[src/rtl/cpu_pkg.sv]
// Shared pipeline-control definitions: forward-select encodings, the shadow
// destination-tag record and small helpers used by the hazard logic.
package cpu_pkg;

  localparam logic [1:0] FWD_REGFILE = 2'b00;
  localparam logic [1:0] FWD_WB      = 2'b01;
  localparam logic [1:0] FWD_EX2     = 2'b10;

  // Wide enough for up to 32 GPRs; narrower register addresses are zero-extended.
  localparam int TAG_RD_W = 5;

  typedef struct packed {
    logic                valid;
    logic [TAG_RD_W-1:0] rd;
    logic                reg_write;
    logic                mem_read;
  } tag_t;

  localparam tag_t TAG_NONE = '0;

  function automatic logic tag_hit(input tag_t t, input logic [TAG_RD_W-1:0] src);
    return t.valid && t.reg_write && (t.rd == src);
  endfunction

  function automatic logic [15:0] sat_inc16(input logic [15:0] cnt);
    return (cnt == 16'hFFFF) ? cnt : cnt + 16'd1;
  endfunction

endpackage

[src/rtl/fwd_src_resolve.sv]
// Per-operand producer search over the shadow tags, youngest first:
// yields the next EX1 forward select, the ID write-back bypass and a load-use hit.
module fwd_src_resolve
  import cpu_pkg::*;
#(
  parameter int REG_ADDR_W = 4,
  parameter bit ZERO_REG   = 1'b1
) (
  input  tag_t                  ex1_tag,
  input  tag_t                  ex2_tag,
  input  tag_t                  wb_tag,
  input  logic [REG_ADDR_W-1:0] src,
  input  logic                  uses_src,
  output logic [1:0]            next_sel,
  output logic                  bypass,
  output logic                  load_use
);

  logic [TAG_RD_W-1:0] src_ext;
  logic                src_live;
  logic                hit_ex1, hit_ex2, hit_wb;

  assign src_ext  = TAG_RD_W'(src);
  assign src_live = uses_src && !(ZERO_REG && (src == '0));
  assign hit_ex1  = src_live && tag_hit(ex1_tag, src_ext);
  assign hit_ex2  = src_live && tag_hit(ex2_tag, src_ext);
  assign hit_wb   = src_live && tag_hit(wb_tag, src_ext);

  // NOTE: every output gets a default before the priority chain so no path
  // leaves a value unassigned and no latch is inferred.
  always_comb begin
    next_sel = FWD_REGFILE;
    bypass   = 1'b0;
    load_use = 1'b0;
    if (hit_ex1) begin
      if (ex1_tag.mem_read) load_use = 1'b1;
      else                  next_sel = FWD_EX2;
    end else if (hit_ex2) begin
      next_sel = FWD_WB;
    end else if (hit_wb) begin
      // Producer retires at this edge and the reg file has no write-through.
      bypass = 1'b1;
    end
  end

endmodule

[src/rtl/fwd_hazard_unit.sv]
// Forwarding-select and stall/bubble/flush control for the 5-stage pipeline.
// Optional saturating event counters are built when HAZARD_STATS_EN is defined.
module fwd_hazard_unit
  import cpu_pkg::*;
#(
  parameter int REG_ADDR_W = 4,
  parameter bit ZERO_REG   = 1'b1
) (
  input  logic                  clk,
  input  logic                  rst,
  input  logic                  id_valid,
  input  logic [REG_ADDR_W-1:0] id_rs1,
  input  logic [REG_ADDR_W-1:0] id_rs2,
  input  logic                  id_uses_rs1,
  input  logic                  id_uses_rs2,
  input  logic [REG_ADDR_W-1:0] id_rd,
  input  logic                  id_reg_write,
  input  logic                  id_mem_read,
  input  logic                  branch_taken,
  input  logic                  mem_stall,
  output logic [1:0]            forward_a,
  output logic [1:0]            forward_b,
  output logic                  id_bypass_a,
  output logic                  id_bypass_b,
  output logic                  stall_id,
  output logic                  bubble_ex1,
  output logic                  flush_id
`ifdef HAZARD_STATS_EN
  ,
  output logic [15:0]           stat_stall_cnt,
  output logic [15:0]           stat_fwd_cnt,
  output logic [15:0]           stat_flush_cnt
`endif
);

  tag_t       ex1_tag, ex2_tag, wb_tag, id_tag;
  logic [1:0] sel_a, sel_b, next_fwd_a, next_fwd_b;
  logic       byp_a, byp_b, lu_a, lu_b, load_use, kill_id;

  fwd_src_resolve #(.REG_ADDR_W(REG_ADDR_W), .ZERO_REG(ZERO_REG)) u_res_a (
    .ex1_tag (ex1_tag),
    .ex2_tag (ex2_tag),
    .wb_tag  (wb_tag),
    .src     (id_rs1),
    .uses_src(id_valid && id_uses_rs1),
    .next_sel(sel_a),
    .bypass  (byp_a),
    .load_use(lu_a)
  );

  fwd_src_resolve #(.REG_ADDR_W(REG_ADDR_W), .ZERO_REG(ZERO_REG)) u_res_b (
    .ex1_tag (ex1_tag),
    .ex2_tag (ex2_tag),
    .wb_tag  (wb_tag),
    .src     (id_rs2),
    .uses_src(id_valid && id_uses_rs2),
    .next_sel(sel_b),
    .bypass  (byp_b),
    .load_use(lu_b)
  );

  assign load_use = lu_a || lu_b;

  // A memory wait freezes everything; otherwise a taken branch beats a load-use stall.
  always_comb begin
    stall_id    = 1'b0;
    bubble_ex1  = 1'b0;
    flush_id    = 1'b0;
    id_bypass_a = 1'b0;
    id_bypass_b = 1'b0;
    if (mem_stall) begin
      stall_id = 1'b1;
    end else begin
      flush_id    = branch_taken;
      bubble_ex1  = branch_taken || load_use;
      stall_id    = load_use && !branch_taken;
      id_bypass_a = byp_a;
      id_bypass_b = byp_b;
    end
  end

  assign kill_id    = bubble_ex1 || !id_valid;
  assign next_fwd_a = kill_id ? FWD_REGFILE : sel_a;
  assign next_fwd_b = kill_id ? FWD_REGFILE : sel_b;

  always_comb begin
    id_tag = TAG_NONE;
    if (!kill_id) begin
      id_tag = '{valid: 1'b1, rd: TAG_RD_W'(id_rd),
                 reg_write: id_reg_write, mem_read: id_mem_read};
    end
  end

  // NOTE: state registers use non-blocking assignments so the whole shift
  // (ex1 -> ex2 -> wb) samples pre-edge values regardless of statement order.
  always_ff @(posedge clk or posedge rst) begin
    if (rst) begin
      ex1_tag   <= TAG_NONE;
      ex2_tag   <= TAG_NONE;
      wb_tag    <= TAG_NONE;
      forward_a <= FWD_REGFILE;
      forward_b <= FWD_REGFILE;
    end else if (!mem_stall) begin
      wb_tag    <= ex2_tag;
      ex2_tag   <= ex1_tag;
      ex1_tag   <= id_tag;
      forward_a <= next_fwd_a;
      forward_b <= next_fwd_b;
    end
  end

`ifdef HAZARD_STATS_EN
  always_ff @(posedge clk or posedge rst) begin
    if (rst) begin
      stat_stall_cnt <= '0;
      stat_fwd_cnt   <= '0;
      stat_flush_cnt <= '0;
    end else if (!mem_stall) begin
      // Outside a memory wait, stall_id can only come from a load-use hazard.
      if (stall_id)
        stat_stall_cnt <= sat_inc16(stat_stall_cnt);
      if ((next_fwd_a != FWD_REGFILE) || (next_fwd_b != FWD_REGFILE))
        stat_fwd_cnt <= sat_inc16(stat_fwd_cnt);
      if (branch_taken)
        stat_flush_cnt <= sat_inc16(stat_flush_cnt);
    end
  end
`endif

endmodule

[config.mk]
export PLATFORM = sky130hd
export DESIGN_NAME = fwd_hazard_unit
export DESIGN_NICKNAME = d
export VERILOG_FILES = /design/src/rtl/cpu_pkg.sv /design/src/rtl/fwd_src_resolve.sv /design/src/rtl/fwd_hazard_unit.sv
export SDC_FILE = /design/constraint.sdc
export NUM_CORES = 1
export LEC_CHECK = 0
export BUFFER_PORTS_ARGS = -buffer_cell sky130_fd_sc_hd__clkbuf_2
export CAP_MARGIN = 20
export CORE_UTILIZATION = 27
export DETAILED_ROUTE_END_ITERATION = 8
export HOLD_SLACK_MARGIN = 0.03
export PLACE_DENSITY_LB_ADDON = 0.08
export SYNTH_ARGS = -nofsm -noshare
export SYNTH_HDL_FRONTEND = slang
export SYNTH_SLANG_ARGS = --single-unit
[constraint.sdc]
create_clock -name clk -period 1.6 [get_ports clk]
set_input_delay 0.08 -clock clk [delete_from_list [all_inputs] [get_ports clk]]
set_output_delay 0.08 -clock clk [all_outputs]
set_load 0.02 [all_outputs]
Yosys cells after proc, flatten, opt, wreduce, memory -nomap -nowiden
Cells that the tools add are included.
- word-level logic and storage cells: 69
- bits in registers: 26
- output and inout port bits: 9
- input port bits: 21
- eq/ne operators: 6
- mux-type cells: 22
- reduce and logical (&&, ||, !) cells: 29
- operators with widths (operator ; number):
    $eq 5x4->1 ; 6
    $logic_and 1x1->1 ; 20
    $mux 1 ; 16
    $mux 2 ; 5
    $logic_not 4->1 ; 2
    $mux 8 ; 1
    $logic_not 1->1 ; 4
    $logic_or 1x1->1 ; 3

Depth between registers and ports, before layout
Gate-level depths: netlist of the first run.
- depth in word-level cells: 10
- mapped depth: 5
- depth with buffers taken out: 5

Cells and area by module
A second synthesis of the first run with hierarchy kept.
- cells, all modules: 119
- area, all modules: 1395.1 um2
- modules (own cells, without submodules) (module ; cells each ; area an instance (um2) ; seq. area each (um2) ; times used):
    fwd_hazard_unit ; 67 ; 1004.7 ; 625.6 ; 1
    fwd_src_resolve ; 26 ; 195.2 ; 0.0 ; 2

Least setup slack after synthesis of the first run
OpenSTA, ideal clock, no wires.
- path type: register -> output
- start: reg ex1_tag[3] (netlist name)
- end: out bubble_ex1
- slack: -0.179 ns
- data arrival time: 1.699 ns
- path buffers: 0
- data required time: 1.520 ns
- cell stages (with the launch flop): 6
- cells stage by stage: dfrtp_1 xor2_1 or4_1 nor4_2 o21ai_2 a21oi_1
- cells in the longest elaborated chain, start to end: 7
- elaborated cells on any way between the ends: 11
- those cells by class: eq/ne: 2; mux: 3; reduce/logical: 6
- ends and longest elaborated chain (what ; RTL line ; RTL):
    $eq 5x4->1 ; cpu_pkg.sv:22 ; return t.valid && t.reg_write && (t.rd == src);
    $logic_and 1x1->1 ; cpu_pkg.sv:22 ;
    $logic_and 1x1->1 ; fwd_src_resolve.sv:25 ; assign hit_ex1 = src_live && tag_hit(ex1_tag, src_ext);
    $mux 1 ; fwd_src_resolve.sv:35 ; if (hit_ex1) begin
    $logic_or 1x1->1 * ; fwd_hazard_unit.sv:62 ; assign load_use = lu_a || lu_b;
    $logic_or 1x1->1 * ; fwd_hazard_unit.sv:75 ; bubble_ex1 = branch_taken || load_use;
    $mux 1 * ; fwd_hazard_unit.sv:71 ; if (mem_stall) begin
    to (decl) ; fwd_hazard_unit.sv:26 ; output logic bubble_ex1,
Every way passes the cells marked *; elsewhere a longest branch is shown, timed or not.

Worst setup path after layout of the first run
- start: reg ex1_tag[3] (netlist name)
- end: out bubble_ex1
- cells in the longest elaborated chain, start to end: 7
- elaborated cells on any way between the ends: 11
- those cells by class: eq/ne: 2; mux: 3; reduce/logical: 6
- ends and longest elaborated chain (what ; RTL line):
    $eq 5x4->1 ; cpu_pkg.sv:22
    $logic_and 1x1->1 ; cpu_pkg.sv:22
    $logic_and 1x1->1 ; fwd_src_resolve.sv:25
    $mux 1 ; fwd_src_resolve.sv:35
    $logic_or 1x1->1 * ; fwd_hazard_unit.sv:62
    $logic_or 1x1->1 * ; fwd_hazard_unit.sv:75
    $mux 1 * ; fwd_hazard_unit.sv:71
Marked as above.

==> impl_metrics.env, run 1 <==
export IMPL_clock_sinks=23
export IMPL_cts_buffer_depth=2
export IMPL_grt_ovfl_total=0
export IMPL_wl_mm=3.404
export IMPL_leakage_nw=0.8646
export IMPL_ant_nets=0
export IMPL_power_density_nw_per_um2=715.7
export IMPL_hpwl_mm=2.612
export IMPL_yosysTopAreaCell="dfrtp_1"
export IMPL_syn_avg_cell_area_um2=11.02
export IMPL_fillers=455
export IMPL_layout_drive_gt1_share_pct=48.30
export IMPL_antenna_diode_count=0
export IMPL_hold_viol_final=0
export IMPL_first_iter_violations=32
export IMPL_drv_cap=0
export IMPL_start_util_pct=28.52
export IMPL_synth_area_leaders="dfrtp_1, mux2_2, xnor2_1"
export IMPL_ir_drop_mv=0.3270
export IMPL_die_w_um=70.52
export IMPL_clockRootBuffer="clkbuf_8"
export IMPL_yosys_cell_types_count=25
export IMPL_fmax_mhz=500.7
export IMPL_numCtsBuffers=3
export IMPL_cts_tree="yes"
export IMPL_grt_max_degree=24
export IMPL_layout_setup_ws_ps=-397.1
export IMPL_rows=24
export IMPL_final_common_cell="buf_4"
export IMPL_via_per_inst=4.943
export IMPL_synth_net_count=136
export IMPL_required_ps=1520
export IMPL_htreeDepth=1
export IMPL_synth_top_area_share_pct=45.41
export IMPL_clk_transition_reported_paths_ps=90
export IMPL_finalClockSkew_ps=4.919
export IMPL_crit_fanout=4
export IMPL_final_util_pct=41.19
export IMPL_cp_data_arrival_time_ps=1920
export IMPL_wl_per_cell_um=14.93
export IMPL_cp_end_kind="output port"
export IMPL_place_congestion=0.8382
export IMPL_route_vias_total=1127
export IMPL_ff_latch_area_um2=576.8
export IMPL_syn_area_um2=1267
export IMPL_yosysWarningCount=0
export IMPL_multi_input_area_um2=715.7
export IMPL_syn_inst=115
export IMPL_dieArea_um2=4972
export IMPL_outcome="finished, violations left"
export IMPL_final_max_slew_viol_count=0
export IMPL_rsz0062_at_grt="yes"
export IMPL_seq_area_frac_synth_pct=45.41
export IMPL_grt_pass1_wl_mm=5.823
export IMPL_first_global_vias=1217
export IMPL_drc=6
export IMPL_failed_checks="design-rule violations, negative setup slack"
export IMPL_ys_seq_elements=23
export IMPL_hold_ws_ps=51.42
export IMPL_startpoint_type="register"
export IMPL_clock_latency_ps=270
export IMPL_crit_type="register to output port"
export IMPL_worst_pin_slew_ps=398.5
export IMPL_die_height_um=70.52
export IMPL_io_pins=30
export IMPL_portBuffers=29
export IMPL_antenna_found_initial=0
export IMPL_slew_headroom_pct=73.19
export IMPL_setup_viol=15
export IMPL_core_area_um2=4444
export IMPL_first_pass_iters=6
export IMPL_area_growth_pct=44.42
export IMPL_grtUsageTotal_pct=15.20
export IMPL_min_period_over_period_pct=124.8
export IMPL_nets=198
export IMPL_final_cell_mix="buf_4, clkbuf_2, dfrtp_1, xnor2_1, mux2_2"
export IMPL_finalCriticalPeriod_ps=1997
export IMPL_hp_class="input pin to register"
==> path summary, 6_finish.rpt <==
path                                     startpoint                  endpoint  slack [ps]  cells past startpoint
max                          ex1_tag[3]$_DFFE_PP0N_                bubble_ex1        -400                      6
min                                    id_reg_write    ex1_tag[1]$_DFFE_PP0N_          50                      2
max reg2reg                  ex1_tag[3]$_DFFE_PP0N_    ex1_tag[2]$_DFFE_PP0N_        -260                      6
min reg2reg                forward_b[1]$_DFFE_PP0N_  forward_b[1]$_DFFE_PP0N_         500                      2
max in group asynchronous                       rst    ex1_tag[2]$_DFFE_PP0N_         960                      4
min in group asynchronous                       rst     wb_tag[3]$_DFFE_PP0N_         380                      4
==> metrics by stage <==
| stage | instance area [µm²] | instances | TNS, ps | worst slack, ps | total power, mW |
|---|---|---|---|---|---|
| after floorplan | 1275 | 115 | -656.2 | -90.24 | 0.8026 |
| after global placement | 1658 | 217 | -1474 | -164.4 | 0.9224 |
| after detailed placement | 1658 | 217 | -1854 | -201.1 | 0.9265 |
| after CTS | 1819 | 227 | -3374 | -387.6 | 1.322 |
| after global routing | 1831 | 228 | -4838 | -491.5 | 1.383 |
| final | 1831 | 228 | -3676 | -397.1 | 1.310 |
==> synth_stat cells, drive strengths merged <==
cell type / number
dfrtp: 23
xnor2: 14
mux2: 12
nand2: 10
xor2: 10
a32o: 8
nor4: 6
nand3: 5
clkbuf: 4
nor2: 4
inv: 3
o21ai: 3
nand4: 2
nor3: 2
nor4b: 2
a21o: 1
a21oi: 1
a22o: 1
and4b: 1
nor3b: 1
o21bai: 1
or4: 1
==> state kept, by name (all words and copies together) (netlist names) <==
register   flops
ex1_tag        7
ex2_tag        6
forward_a      2
forward_b      2
wb_tag         6
==> report_power, final <==
part | internal (mW) | switching, mW
combinational | 0.151 | 0.124
sequential | 0.619 | 0.0389
clock | 0.174 | 0.203
total | 0.944 | 0.366
==> metal layers <==
| metal | GRT usage, % | vias up | part of all wire [%] |
|---|---|---|---|
| met2 | 26.75 | 23 | 49 |
| met4 | 4.762 | 0 | 1.2 |
| met1 | 18.76 | 565 | 46 |
| met3 | 2.886 | 5 | 4.1 |
| li1 | - | 534 | - |
| met5 | 0 | - | 0 |
==> timing repair <==
| item | in CTS | in global routing |
|---|---|---|
| hold buffers | 1 | 0 |
| resized for setup | 14 | 2 |
| pin swaps | 6 | 2 |
| endpoints found under the setup margin | 13 | 15 |
| buffers inserted | 5 | 1 |
| gates cloned | 0 | 0 |
| endpoints found under the hold margin | 23 | 0 |
==> logic make-up after synthesis <==
kind of cell | share of synthesized area [%]
AOI/OAI and AO/OA | 10.07
xor gates and xnor gates | 16.58
buffers and inverters | 2.073
DFF | 45.41
muxes | 10.66
and+or+nand+nor | 15.20
==> critical path, cell delays in order, from the launching register on <==
cell and delay [ps]:
dfrtp_1 400, xor2_1 170, or4_4 440, nor4_4 200, o21ai_4 120, a21oi_2 160, clkbuf_8 160
==> layout make-up <==
cell class	count	share of cell area, %
clock inverters	1	0.2734
inverters	3	0.6152
flip-flops and latches	23	31.51
clock buffers	3	2.256
repair buffers	61	22.69
multi-input cells	85	39.10
well taps	52	3.554
Power figures use the tool's default switching activity.
==> inputs of run 2 (changes only) <==
--- a/config.mk
+++ b/config.mk
@@ -7,6 +7,7 @@
 export LEC_CHECK = 0
 export BUFFER_PORTS_ARGS = -buffer_cell sky130_fd_sc_hd__clkbuf_2
 export CAP_MARGIN = 20
+export CORE_ASPECT_RATIO = 2
 export CORE_UTILIZATION = 27
 export DETAILED_ROUTE_END_ITERATION = 8
 export HOLD_SLACK_MARGIN = 0.03
==> constraint.sdc (replaced) <==
create_clock -name clk -period 1.6 [get_ports clk]
set_input_delay 0.08 -clock clk [delete_from_list [all_inputs] [get_ports clk]]
set_output_delay 0.08 -clock clk [all_outputs]
set_load 0.005 [all_outputs]
==> impl_metrics.env, run 2 (same netlist as run 1, synthesis figures left out) <==
export IMPL_outcome="finished, violations left"
export IMPL_failed_checks="negative setup slack"
export IMPL_drv_cap=0
export IMPL_numCtsBuffers=3
export IMPL_die_w_um=50.45
export IMPL_ant_nets=0
export IMPL_layout_setup_ws_ps=-340.6
export IMPL_first_pass_iters=4
export IMPL_cpPeakStageDelay_ps=420
export IMPL_cts_buffer_depth=2
export IMPL_io_pins=30
export IMPL_finalCriticalPeriod_ps=1941
export IMPL_leakage_nw=0.8658
export IMPL_slew_headroom_pct=73.44
export IMPL_hp_class="input pin to register"
export IMPL_grt_pass1_wl_mm=6.237
export IMPL_portBuffers=29
export IMPL_antenna_diode_count=0
export IMPL_cp_startpoint="ex1_tag[3]$_DFFE_PP0N_"
export IMPL_drc=0
export IMPL_finalNonFillerCells=234
export IMPL_antenna_found_initial=0
export IMPL_wl_per_cell_um=16.85
export IMPL_dpl_cell_count=222
export IMPL_required_ps=1520
export IMPL_gr_usage_met3_pct=2.006
export IMPL_largest_reg_flops=7
export IMPL_r2r_setup_slack_ps=-280
export IMPL_endpoint="bubble_ex1"
export IMPL_path_cells="xor2_1, or4_4, nor4_2, o21ai_2, a21oi_1, clkbuf_2"
export IMPL_grt_ovfl_total=0
export IMPL_grt_met2_usage_pct=35.18
export IMPL_layout_drive_gt1_share_pct=50.00
export IMPL_wl_mm=3.943
export IMPL_fmax_mhz=515.3
export IMPL_crit_family="simple AND/OR/NAND/NOR gates"
export IMPL_clk_transition_reported_paths_ps=90
export IMPL_min_period_over_period_pct=121.3
export IMPL_ir_drop_mv=0.5782
export IMPL_cp_data_arrival_time_ps=1860
export IMPL_place_ws_ps=-142.6
export IMPL_finalClockSkew_ps=1.187
export IMPL_route_vias_total=1132
export IMPL_place_congestion=0.7829
export IMPL_hpwl_mm=2.993
export IMPL_rr_endpoint="forward_a[0]$_DFFE_PP0N_"
export IMPL_worst_pin_slew_ps=394.8
export IMPL_rows=34
export IMPL_grt_use_met1_pct=15.58
export IMPL_power_density_nw_per_um2=717.7
export IMPL_final_cell_mix="buf_4, clkbuf_2, dfrtp_1, xnor2_1, mux2_2"
export IMPL_startpoint_type="register"
export IMPL_crit_fanout=3
export IMPL_worstRegToRegCells=8
export IMPL_first_iter_violations=24
export IMPL_area_growth_pct=44.92
export IMPL_reg_largest_list="ex1_tag (7), ex2_tag (6), wb_tag (6)"
export IMPL_final_max_slew_viol_count=0
export IMPL_clock_latency_ps=270
export IMPL_crit_type="register to output port"
export IMPL_setup_viol=14
export IMPL_via_per_inst=4.838
export IMPL_htreeDepth=1
export IMPL_hold_viol_final=0
export IMPL_worst_path_max_delay_cell="or4_4"
export IMPL_clockRootBuffer="clkbuf_8"
export IMPL_regMostFlops="ex1_tag"
export IMPL_regToRegStartpoint="ex1_tag[2]$_DFFE_PP0N_"
export IMPL_cp_end_kind="output port"
export IMPL_clock_sinks=23
export IMPL_start_util_pct=28.65
export IMPL_core_area_um2=4424
export IMPL_dieArea_um2=4989
export IMPL_nets=202
export IMPL_grt_max_degree=24
export IMPL_cp_num_buf_inv=1
export IMPL_first_global_vias=1292
export IMPL_rsz0062_at_grt="yes"
export IMPL_final_common_cell="buf_4"
export IMPL_die_height_um=98.90
export IMPL_grtUsageTotal_pct=17.48
export IMPL_path_depth=6
export IMPL_gr_max_usage_layer="met2"
export IMPL_cts_tree="yes"
[run 2: cell types whose count changed in the layout (fill, tap and decap cells not counted), sizes merged]
cell and delta:
buf +3, clkbuf +1
[run 2: metal layers]
layer	share of wire [%]	wire (µm)
met1	34	1337
met2	60	2383
met3	1.7	69
met4	3.9	153
met5	0	0
[run 2: layout make-up]
class	instances	area, µm²
fillers	461	2587
multi-input cells	85	708.2
flip-flops and latches	23	578.1
repair buffers	65	425.4
well taps	54	67.56
clock buffers	3	41.29
inverters	3	11.26
clock inverters	1	5.005
[run 2: worst min-delay path by stage]
stage                  from                endpoint  slack (ps)  cells past startpoint
3_5_place_dp            rst   wb_tag[1]$_DFFE_PP0N_         130                      3
6_report           id_rd[2]  ex1_tag[4]$_DFFE_PP0N_          50                      2
2_1_floorplan           rst  ex1_tag[0]$_DFFE_PP0N_          80                      1
3_3_place_gp            rst   wb_tag[1]$_DFFE_PP0N_         120                      3
4_1_cts            id_rd[2]  ex1_tag[4]$_DFFE_PP0N_          40                      2
5_1_grt        id_reg_write  ex1_tag[1]$_DFFE_PP0N_          50                      2
[run 2: metrics by stage]
stage	setup TNS (ps)	util, %	area (µm²)	power (mW)	hold WS, ps
6_report	-3368	41.52	1837	1.318	50.74
5_1_grt	-5062	41.52	1837	1.389	45.04
4_1_cts	-3237	41.43	1833	1.342	44.97
3_5_place_dp	-1457	37.87	1675	0.9279	134.9
3_3_place_gp	-946.7	37.87	1675	0.9231	122.4
2_1_floorplan	-435.3	-	1267	0.7968	81.92
[run 2: power breakdown]
group | leakage, nW | switching, mW | internal, mW
Sequential | 0.308 | 0.0408 | 0.620
Combinational | 0.532 | 0.121 | 0.151
Clock | 0.0255 | 0.211 | 0.175
Total | 0.866 | 0.373 | 0.945
[run 2: repair_timing]
action / 4_1_cts / 5_1_grt
pin swaps: 8 / 0
buffers inserted: 7 / 0
hold buffers: 1 / 0
gates resized for setup: 9 / 1
hold endpoints to repair: 23 / 0
setup endpoints to repair: 14 / 14
